===== config.mk =====
export PLATFORM = sky130hd
export DESIGN_NAME = dffnsre_8lut_capture_ser
export DESIGN_NICKNAME = d
export VERILOG_FILES = /design/src/rtl/dffnsre_8lut_capture_ser.sv
export SDC_FILE = /design/constraint.sdc
export NUM_CORES = 1
export LEC_CHECK = 0
export BUFFER_PORTS_ARGS = -buffer_cell sky130_fd_sc_hd__buf_2
export CORE_UTILIZATION = 52
export DETAILED_ROUTE_END_ITERATION = 6
export PLACE_DENSITY = 0.74
export SLEW_MARGIN = 15
export SYNTH_ARGS = -nofsm -noshare
export SYNTH_HDL_FRONTEND = slang
export SYNTH_SLANG_ARGS = --single-unit
export TNS_END_PERCENT = 50

===== constraint.sdc =====
create_clock -name C -period 2.4 [get_ports C]
set_input_delay 0.24 -clock C [delete_from_list [all_inputs] [get_ports C]]
set_output_delay 0.24 -clock C [all_outputs]
set_load 0.02 [all_outputs]

===== src/rtl/dffnsre_8lut_capture_ser.sv =====
// Captures sel-qualified Q words into a small FIFO and serialises each word LSB-first over valid/ready.
// Define DFFNSRE_CAP_PARITY_EN to append an even-parity bit to every frame.
module dffnsre_8lut_capture_ser #(
  parameter int WIDTH = 8,
  parameter int DEPTH = 4,
  parameter int OVF_W = 8
) (
  input  logic             C,
  input  logic             R,
  input  logic             cap_en,
  input  logic             sel,
  input  logic [WIDTH-1:0] Q_in,
  input  logic             ser_ready,
  output logic             ser_valid,
  output logic             ser_data,
  output logic             ser_last,
  output logic             fifo_full,
  output logic             fifo_empty,
  output logic [OVF_W-1:0] ovf_cnt
);
  localparam int PW = (DEPTH > 1) ? $clog2(DEPTH) : 1;
  localparam int CW = $clog2(DEPTH + 1);
  localparam int IW = (WIDTH > 1) ? $clog2(WIDTH) : 1;
  localparam logic [CW-1:0] DEPTH_C  = CW'(DEPTH);
  localparam logic [IW-1:0] LAST_IDX = IW'(WIDTH - 1);

`ifdef DFFNSRE_CAP_PARITY_EN
  typedef enum logic [1:0] {S_IDLE, S_SHIFT, S_PAR} state_t;
  localparam bit DATA_ENDS_FRAME = 1'b0;
`else
  typedef enum logic [0:0] {S_IDLE, S_SHIFT} state_t;
  localparam bit DATA_ENDS_FRAME = 1'b1;
`endif

  logic [WIDTH-1:0] r_mem [DEPTH];
  logic [PW-1:0]    r_wr_ptr, r_rd_ptr;
  logic [CW-1:0]    r_count;
  logic [OVF_W-1:0] r_ovf;
  logic [WIDTH-1:0] r_sh;
  logic [IW-1:0]    r_idx;
  state_t           r_state;
  logic             r_valid, r_data, r_last;

  logic w_full, w_empty, w_push, w_pop, w_drop, w_accept;

  assign w_full   = (r_count == DEPTH_C);
  assign w_empty  = (r_count == '0);
  // A full FIFO refuses the word even if the serialiser pops in the same cycle.
  assign w_push   = cap_en & sel & ~w_full;
  assign w_drop   = cap_en & sel & w_full;
  assign w_pop    = (r_state == S_IDLE) & ~w_empty;
  assign w_accept = r_valid & ser_ready;

  assign ser_valid  = r_valid;
  assign ser_data   = r_data;
  assign ser_last   = r_last;
  assign fifo_full  = w_full;
  assign fifo_empty = w_empty;
  assign ovf_cnt    = r_ovf;

  always_ff @(posedge C) begin
    if (w_push) r_mem[r_wr_ptr] <= Q_in;
  end

  always_ff @(posedge C) begin
    if (!R) begin
      r_wr_ptr <= '0;
      r_rd_ptr <= '0;
      r_count  <= '0;
      r_ovf    <= '0;
    end else begin
      if (w_push) r_wr_ptr <= r_wr_ptr + PW'(1);
      if (w_pop)  r_rd_ptr <= r_rd_ptr + PW'(1);
      case ({w_push, w_pop})
        2'b10:   r_count <= r_count + CW'(1);
        2'b01:   r_count <= r_count - CW'(1);
        default: r_count <= r_count;
      endcase
      if (w_drop && (r_ovf != '1)) r_ovf <= r_ovf + OVF_W'(1);
    end
  end

  always_ff @(posedge C) begin
    if (!R) begin
      r_state <= S_IDLE;
      r_sh    <= '0;
      r_idx   <= '0;
      r_valid <= 1'b0;
      r_data  <= 1'b0;
      r_last  <= 1'b0;
    end else begin
      case (r_state)
        S_IDLE: begin
          if (!w_empty) begin
            r_sh    <= r_mem[r_rd_ptr];
            r_idx   <= '0;
            r_valid <= 1'b1;
            r_data  <= r_mem[r_rd_ptr][0];
            r_last  <= DATA_ENDS_FRAME && (WIDTH == 1);
            r_state <= S_SHIFT;
          end
        end
        S_SHIFT: begin
          if (w_accept) begin
            if (r_idx == LAST_IDX) begin
`ifdef DFFNSRE_CAP_PARITY_EN
              r_data  <= ^r_sh;
              r_last  <= 1'b1;
              r_state <= S_PAR;
`else
              r_valid <= 1'b0;
              r_data  <= 1'b0;
              r_last  <= 1'b0;
              r_state <= S_IDLE;
`endif
            end else begin
              r_idx  <= r_idx + IW'(1);
              r_data <= r_sh[r_idx + IW'(1)];
              r_last <= DATA_ENDS_FRAME && ((r_idx + IW'(1)) == LAST_IDX);
            end
          end
        end
`ifdef DFFNSRE_CAP_PARITY_EN
        S_PAR: begin
          if (w_accept) begin
            r_valid <= 1'b0;
            r_data  <= 1'b0;
            r_last  <= 1'b0;
            r_state <= S_IDLE;
          end
        end
`endif
        default: r_state <= S_IDLE;
      endcase
    end
  end
endmodule


---- Yosys cells after proc, flatten, opt, wreduce, memory -nomap -nowiden ----
Memories as Yosys holds them, arrays and structs flattened. A register that Yosys moved wholly into a read port is not among the register bits.
Cells that the tools add are included.
storage, ports and cells
  memories kept ........................... 1
  register bits ........................... 30
  bits in writable memories ............... 32
  bits of input ports ..................... 13
operators by class
  add/subtract/negate cells ............... 6
  reductions and logical operators ........ 7
  order comparisons ....................... 1
  bitwise operators ....................... 8
  equality and inequality tests ........... 10
  muxes and demuxes ....................... 27
memories
  name   words  bits a word  rd ports  clocked after memory_dff  write ports  RTL line  text
  r_mem  4      8            1         1                         1            35        logic [WIDTH-1:0] r_mem [DEPTH];
operators with widths
  operator               number
  $mux W1                15
  $pmux W3 S2            2
  $eq A3 B3 Y1 const B   3
  $mux W3                3
  $add A8 B1 Y8 const B  1
  $ne A8 B8 Y1 const B   1
  $pmux W1 S2            4
  $add A3 B1 Y3 const B  2
  $reduce_and A3 Y1      2
  $and A1 B1 Y1          5
  $add A2 B1 Y2 const B  2
  $lt A3 B4 Y1 const B   1
  $mux W2                2
  $ne A2 B1 Y1 const B   2
  $ne A2 B2 Y1 const B   2
  $reduce_and A2 Y1      2
  $bmux W1 S3            1
  $logic_not A3 Y1       1
  $not A1 Y1             3
  $sub A3 B1 Y3 const B  1
  $eq A2 B1 Y1 const B   1
  $eq A2 B2 Y1 const B   1
  $reduce_bool A2 Y1     1
  $logic_and A1 B1 Y1    1

---- Logic depth before layout (Yosys ltp) ----
Gate-level depths: netlist of run 1.
  depth in word-level cells ............... 6
  depth in mapped cells ................... 10

---- Worst setup path after synthesis of run 1 ----
No wires, ideal clock.
  path kind ............................... flip-flop to flip-flop
  start ................................... register r_count[0]
  end ..................................... register r_count[2]
  setup time .............................. 0.070 ns
  cell stages (with the launch flop) ...... 11
  slack ................................... -0.111 ns
  data arrival time ....................... 2.442 ns
  cells stage by stage .................... dfxtp_1 nor3_1 or2_2 inv_1 clkbuf_1 ha_1 inv_1 fa_1 xor2_1 or3_1 a21oi_1
between the ends
  cells in the longest elaborated chain, start to end .. 5
  elaborated cells on any way between the ends .. 12
  those cells by class .................... 2 x add/sub; 3 x eq/ne; 1 x mux; 4 x bitwise; 2 x reduce/logical
ends and longest elaborated chain
  item                                                      RTL line  text
  start: declaration                                        37        logic [CW-1:0] r_count;
  start signal: assignment                                  75        2'b10: r_count <= r_count + CW'(1);
  start signal: assignment                                  76        2'b01: r_count <= r_count - CW'(1);
  start signal: assignment                                  77        default: r_count <= r_count;
  $logic_not A3 Y1 (*)                                      47        assign w_empty = (r_count == '0);
  named net fifo_empty                                      18        output logic fifo_empty,
  $not A1 Y1 (no source line) (*)                           n/a
  $and A1 B1 Y1 (*)                                         51        assign w_pop = (r_state == S_IDLE) & ~w_empty;
  named net w_pop                                           44        logic w_full, w_empty, w_push, w_pop, w_drop, w_accept;
  $eq A2 B1 Y1 / $eq A2 B2 Y1 (equally long branches)       74        case ({w_push, w_pop})
  $pmux W3 S2 / $reduce_bool A2 Y1 (equally long branches)  n/a
Mark *: on every way through the listed nets, which the timed path passes. The rest lies on a longest branch.
A chain may end at the register's enable or synchronous reset.

---- Final worst setup path of run 1 ----
  start ................................... register r_count[1]
  end ..................................... register r_count[2]
between the ends
  cells in the longest elaborated chain, start to end .. 5
  elaborated cells on any way between the ends .. 12
  those cells by class .................... 2 x add/sub; 3 x eq/ne; 1 x mux; 4 x bitwise; 2 x reduce/logical
ends and longest elaborated chain
  item                                                      RTL line
  $eq A3 B3 Y1 / $logic_not A3 Y1 (equally long branches)   46, 47
  $not A1 Y1 (on tied branches)                             n/a
  $and A1 B1 Y1 (on tied branches)                          49, 51
  $eq A2 B1 Y1 / $eq A2 B2 Y1 (equally long branches)       74
  $pmux W3 S2 / $reduce_bool A2 Y1 (equally long branches)  n/a
Parallel ways exist; a longest one is shown, timed or not.

==> results of run 1 <==
==> path summary, 6_finish.rpt <==
kind | start | endpoint | slack (ns)
min reg2reg | r_sh[4]$_SDFFE_PN0P_ | r_sh[4]$_SDFFE_PN0P_ | 0.46
min | Q_in[7] | r_mem[1][7]$_DFFE_PP_ | 0.12
max | r_count[1]$_SDFFE_PN0P_ | r_count[2]$_SDFFE_PN0P_ | 0.16
max reg2reg | r_count[1]$_SDFFE_PN0P_ | r_count[2]$_SDFFE_PN0P_ | 0.16
==> Yosys cell counts, types with 2 or more instances <==
master,n
buf_2,2
nand2_1,21
edfxtp_1,32
mux2i_1,4
a211oi_1,2
and2_1,4
o21ai_0,5
nand4_1,3
nor3b_1,2
nor2_1,21
or3_1,2
a21oi_1,15
inv_1,12
dfxtp_1,32
xor2_1,3
xnor2_1,6
mux4_2,9
clkbuf_1,2
buf_1,3
nand3_1,4
nor3_1,2
a31oi_1,2
ha_1,9
==> layout make-up <==
cell class	count	area, um^2
Clock buffer	9	124
Timing Repair Buffer	31	170
Tap cell	67	83.8
Multi-Input combinational cell	131	977
Fill cell	416	1750
Sequential cell	64	1600
Inverter	13	48.8
Clock inverter	6	61.3
==> stage by stage <==
step / instance area (um^2) / utilization (%) / std cells / setup slack [ns] / hold WS, ns
CTS: 3060 / 63.5 / 320 / 0.0951 / 0.107
finish: 3070 / 63.7 / 321 / 0.164 / 0.120
detailed placement: 2870 / 59.7 / 305 / 0.112 / 0.447
floorplan: 2660 / - / 215 / 0.0306 / 0.339
global placement: 2870 / 59.7 / 305 / 0.174 / 0.442
global route: 3070 / 63.7 / 321 / 0.0102 / 0.109
==> critical path, delay by kind of cell, from the launching register on <==
kind,cells,cell delay (ns)
AO/OA/AOI/OAI,1,0.14
AND/OR/NAND/NOR,3,0.79
adder cells (fa/ha/maj),2,0.54
XOR/XNOR,1,0.18
buffers and inverters,3,0.18
flip-flops,1,0.34
==> cells by family after synthesis <==
logic type	count (synthesis)	synth area share, %
and+or+nand+nor	67	12.3
DFF	64	60.4
AOI/OAI and AO/OA	32	7.27
buffers and inverters	20	2.93
muxes	13	9.16
adders and majority gates	10	5.00
xor gates and xnor gates	9	2.97
==> report_power, final <==
group          internal (mW)  leakage [nW]  switching [mW]
sequential              1.30         0.552           0.113
combinational          0.415         0.500           0.497
clock                  0.468        0.0864           0.400
total                   2.19          1.14            1.01
==> what timing repair did <==
item | 4_1_cts | 5_1_grt
buffers inserted | 0 | 1
gates resized for setup | 0 | 3
endpoints found under the setup margin | 0 | 1
==> routing by layer <==
layer  wire length, um  GRT usage (%)  vias up
li1                  -              -      842
met1              2160           25.9      820
met2              2110           28.8       37
met3               190           5.76        8
met4                62           7.69        0
met5                 0              0        -
==> flip-flops by register name (all words and copies together), names as in the netlist, named ones only <==
register and cells:
r_mem 32, r_count 3, ovf_cnt 8, ser_valid 1, r_wr_ptr 2, r_idx 3
r_sh 8, r_state 1, ser_data 1, r_rd_ptr 2, ser_last 1
==> layout by cell type (no fill, tap or decap), drive strengths merged, types with 4 or more instances in the layout <==
cell type,synthesis,final
edfxtp,32,32
nand3,4,4
ha,9,9
dfxtp,32,32
a21oi,15,15
and2,4,4
inv,13,13
mux4,9,9
clkbuf,2,9
o21ai,5,5
nor2,21,21
mux2i,4,4
buf,5,31
xnor2,6,6
nand2,21,21
==> key figures, run 1 <==
Status
  – Status: completed

Route
  – Final wirelength: 4520 um
  – DRT antenna net count: 0
  – 1st-iter DRT viols: 104
  – Drt drc: 0
  – Drt via density: 5.32
  – DRT Pass-1 Iters: 4
  – Average wire per standard cell: 14.1 um
  – Detailed-route via count: 1707

Pwr
  – P per Cell Area: 1040 mW/mm^2
  – Worst VDD drop: 0.719 mV
  – Total Power: 3.20 mW
  – Leak: 1.14 nW

Synth
  – Post-synth cell types: 41
  – Top cell type's share of synthesized area: 36.2%
  – Top_reg_cell synth: edfxtp_1
  – Dominant cells by area after synthesis: edfxtp_1 36%, dfxtp_1 24%, mux4_2 7.6%, ha_1 4.2%, nand2_1 3.0%
  – Share of synthesized flip-flops with an asynchronous set or reset: 0%
  – Synth area leader: edfxtp_1
  – Seq cells post-synth: 64
  – Post-synthesis sequential area ratio: 60.4%
  – Synth warn: 0
  – Post-Syn Instances: 215
  – Syn nets: 238
  – Mean Syn Cell Area: 12.3 um^2
  – Synthesized cell area: 0.00265 mm^2
  – Post-synth EDFFs: 32

GRT
  – All-layer global routing usage: 19.1%
  – Vias in the first global route: 1594
  – Antenna violations before repair: 0
  – Largest net degree at the start of global routing: 29
  – First-pass GRT wire length: 7450 um
  – Total grt overflow: 0

STA
  – Peak Freq: 447 MHz
  – Setup TNS: 0 ns
  – Post-route clock period utilization: 93.1%
  – Relative slew slack: 63.5%
  – Final Skew: 0.00822 ns
  – Post-layout min period: 2.24 ns
  – Final Setup Violations: 0
  – Fin. Hold Viols: 0
  – Final max-slew violation count: 0
  – Worst Tran Pin Value: 0.534 ns
  – RSZ-0062 raised after global routing: no

Setup path
  – CP cell instances: or3b_4, inv_2, nor2_1, inv_1, ha_1, inv_1, fa_1, xor2_1, or3_1, a21oi_1
  – Crit. End Element: register
  – Most frequent cell on the critical path: inv_1
  – Slowest stage delay, CP: 0.43 ns
  – Slowest-stage cell, CP: or3b_4
  – Worst EP required: 2.66 ns
  – Critical Path Start Type: register
  – Critical path arrival: 2.49 ns
  – R2R depth: 10
  – Crit path kind: reg2reg
  – Worst Path Max Fanout: 4

Finish
  – Nets@finish: 273
  – # diodes: 0
  – Area growth syn-to-layout: 15.8%
  – Share of layout cells above drive strength 1: 24.4%

Hold path
  – Cell count of the worst hold path: 1
  – Worst hold path class: in2reg

Clock tree
  – Root buffer cell: clkbuf_8
  – Clock slew at the register clock pins of the worst setup and hold paths: 0.07 ns
  – Worst skew pair latency: 0.33 ns
  – Clk buf depth: 2
  – Clk sinks: 64
  – Post-CTS Hold Buffers: 0
  – CTS Buf Count: 9
  – CTS tree: done
  – CTS H-Tree Depth: 3

Floorplanning
  – Initial Util: 55.0%
  – Site row count: 25
  – Die height: 73.4 um
  – Die Area: 0.00539 mm^2
  – I/O pins: 26
  – Core Box Area: 0.00482 mm^2
  – Die width: 73.4 um

Placed design
  – DP HPWL: 3050 um
  – Port Buf Inserts: 25
  – Gpl congestion: 0.849

Flow run
  – Maxcap violations: 0
(Power assumes the default switching activity.)
==> run 2: changes to the inputs <==
Settings changed: CORE_UTILIZATION 52 to 60, CTS_BUF_LIST from default to sky130_fd_sc_hd__clkbuf_8, PLACE_DENSITY 0.74 to 0.81.
Clock period 2.4 ns to 2.09 ns, I/O delays scaled along.
==> run 2 against run 1 <==
  * The run now ends with setup timing left
  * Register-to-register slack got worse by 0.23 ns
  * Cell area rose by 4.6%
  * Critical path type unchanged
  * Worst hold slack got worse by 0.029 ns
  * Clock power rose by 37%
  * Fmax rose by 3.7%
  * Wire length rose by 10%
  * Power rose by 29%
  * Global-route usage rose by 5.2 points
  * Final cell count fell by 1.9%
  * Clock skew barely moved
  * Sequential power rose by 14%
  * Non-clock buffer count rose by 10
==> key figures, run 2 (same netlist as run 1, synthesis figures left out) <==
Route
  – 1st-iter DRT viols: 116 (+12%)
  – Drt drc: 0 (unchanged)
  – DRT antenna net count: 0 (unchanged)
  – Detailed-route via count: 1815 (+6.3%)
  – Final wirelength: 4990 um (+10%)
  – Average wire per standard cell: 15.8 um (+13%)
  – Drt via density: 5.76 (+8.4%)
  – DRT Pass-1 Iters: 4 (unchanged)

Floorplanning
  – Die Area: 0.00469 mm^2 (-13%)
  – Site row count: 23 (-8.0%)
  – I/O pins: 26 (unchanged)
  – Initial Util: 64.4% (+9.4 points)
  – Die height: 68.5 um (-6.7%)
  – Die width: 68.5 um (-6.7%)
  – Core Box Area: 0.00412 mm^2 (-15%)

Placed design
  – Dpl cells: 294 (-3.6%)
  – Gpl congestion: 0.804 (-5.3%)
  – DP HPWL: 3340 um (+9.6%)
  – Port Buf Inserts: 25 (unchanged)

Setup path
  – Worst Path Max Fanout: 3 (-1)
  – Critical path arrival: 2.41 ns (-0.08 ns)
  – Crit. End Element: register
  – Worst EP required: 2.35 ns (-0.31 ns)
  – Slowest-stage cell, CP: or3b_4
  – CP Buf/Inv Count: 3 (unchanged)
  – Top delay family on crit path: simple AND/OR/NAND/NOR gates
  – R2R depth: 10 (unchanged)
  – Critical Path Start Type: register
  – Worst r2r src: r_count[2]$_SDFFE_PN0P_
  – CP cell instances: or3b_4, inv_4, nor2_4, inv_1, ha_2, inv_2, fa_2, xor2_1, or3_1, a21oi_2
  – Flop2flop setup slack: -0.07 ns (-0.23 ns)
  – Worst r2r dst: r_count[2]$_SDFFE_PN0P_
  – Slowest stage delay, CP: 0.40 ns (-0.03 ns)
  – Crit path kind: reg2reg

STA
  – Final Skew: 0.00841 ns (+0.000185 ns)
  – Peak Freq: 464 MHz (+3.7%)
  – Final Setup Violations: 1 (+1)
  – WHS: 0.0907 ns (-0.0293 ns)
  – Post-route clock period utilization: 103% (+10 points)
  – Fin. Hold Viols: 0 (unchanged)
  – Relative slew slack: 63.2% (-0.28 points)
  – Final max-slew violation count: 0 (unchanged)
  – RSZ-0062 raised after global routing: yes
  – Min setup slack post-route: -0.0660 ns (-0.230 ns)
  – Post-layout min period: 2.16 ns (-0.0796 ns)
  – Worst Tran Pin Value: 0.539 ns (+0.00417 ns)

GRT
  – Largest net degree at the start of global routing: 29 (unchanged)
  – Antenna violations before repair: 0 (unchanged)
  – First-pass GRT wire length: 7910 um (+6.3%)
  – All-layer global routing usage: 24.3% (+5.2 points)
  – Vias in the first global route: 1748 (+9.7%)
  – Total grt overflow: 0 (unchanged)

Hold path
  – Cell count of the worst hold path: 1 (unchanged)
  – Worst Hold Path EP: r_mem[2][6]$_DFFE_PP_
  – Hold Crit Start: Q_in[6]
  – Worst hold path class: in2reg

Clock tree
  – Clk buf depth: 2 (unchanged)
  – Root buffer cell: clkbuf_8
  – Clock slew at the register clock pins of the worst setup and hold paths: 0.07 ns (about the same)
  – Clk sinks: 64 (unchanged)
  – CTS Buf Count: 9 (unchanged)
  – Post-CTS Hold Buffers: 0 (unchanged)
  – Worst skew pair latency: 0.33 ns (about the same)
  – CTS tree: done
  – CTS H-Tree Depth: 3 (unchanged)

Finish
  – Share of layout cells above drive strength 1: 30.6% (+6.2 points)
  – Largest register FFs: 32 (unchanged)
  – Area growth syn-to-layout: 21.0%
  – Leading cell types in the layout, fill and taps excluded: 32 x edfxtp_1, 29 x dfxtp_1, 25 x buf_2
  – # diodes: 0 (unchanged)
  – Biggest register: r_mem
  – Nets@finish: 283 (+3.7%)
  – Most common cell after layout, fill and taps aside: edfxtp_1
  – Fin cells: 315 (-1.9%)

Status
  – Violated checks: setup timing
  – Status: finished, violations left

Pwr
  – Leak: 1.22 nW (+6.9%)
  – Worst VDD drop: 0.749 mV (+4.2%)
  – Total Power: 4.11 mW (+29%)
  – P per Cell Area: 1280 mW/mm^2 (+23%)

Flow run
  – Maxcap violations: 0 (unchanged)
==> run 2: stage by stage <==
stage	cell area, um^2	setup slack (ns)	util (%)	TNS (ns)
global placement	2920	0.00432	71.0	0
CTS	3210	-0.0252	77.9	-0.0252
finish	3210	-0.0660	78.0	-0.0660
floorplan	2690	-0.0543	-	-0.0543
global route	3210	-0.113	78.0	-0.113
detailed placement	2920	-0.0556	71.0	-0.0556
==> run 2: metal layers <==
metal	wire length, um	global-route usage, %	up-vias
met1	2240	31.3	886
li1	-	-	863
met5	0	0	-
met3	285	8.17	8
met2	2400	38.4	58
met4	68	8.07	0
==> run 2: how the worst max path moves through the flow <==
stage / start / end / cells past startpoint
final: r_count[2]$_SDFFE_PN0P_ / r_count[2]$_SDFFE_PN0P_ / 10
after global routing: r_count[1]$_SDFFE_PN0P_ / r_count[2]$_SDFFE_PN0P_ / 10
after CTS: r_count[1]$_SDFFE_PN0P_ / r_count[2]$_SDFFE_PN0P_ / 10
after detailed placement: r_count[1]$_SDFFE_PN0P_ / r_count[2]$_SDFFE_PN0P_ / 10
after global placement: r_count[1]$_SDFFE_PN0P_ / r_count[2]$_SDFFE_PN0P_ / 10
after floorplan: r_count[2]$_SDFFE_PN0P_ / r_count[2]$_SDFFE_PN0P_ / 10
==> run 2: final cells by class <==
cell class	instances	area, um^2
clock buffers	11	151
well taps	50	62.6
clock inverters	5	78.8
fillers	250	906
inverters	13	51.3
multi-input cells	131	1000
flip-flops and latches	64	1610
repair buffers	41	258
==> run 2: where the power goes <==
| part | switching (mW) | internal [mW] | leakage (nW) |
|---|---|---|---|
| logic | 0.678 | 0.617 | 0.556 |
| registers | 0.122 | 1.50 | 0.553 |
| clock network | 0.463 | 0.732 | 0.109 |
==> run 2: what timing repair did <==
item	CTS	global route
pin swaps	3	0
gates cloned	0	0
setup endpoints to repair	1	1
gates resized for setup	2	1
setup buffers	5	0
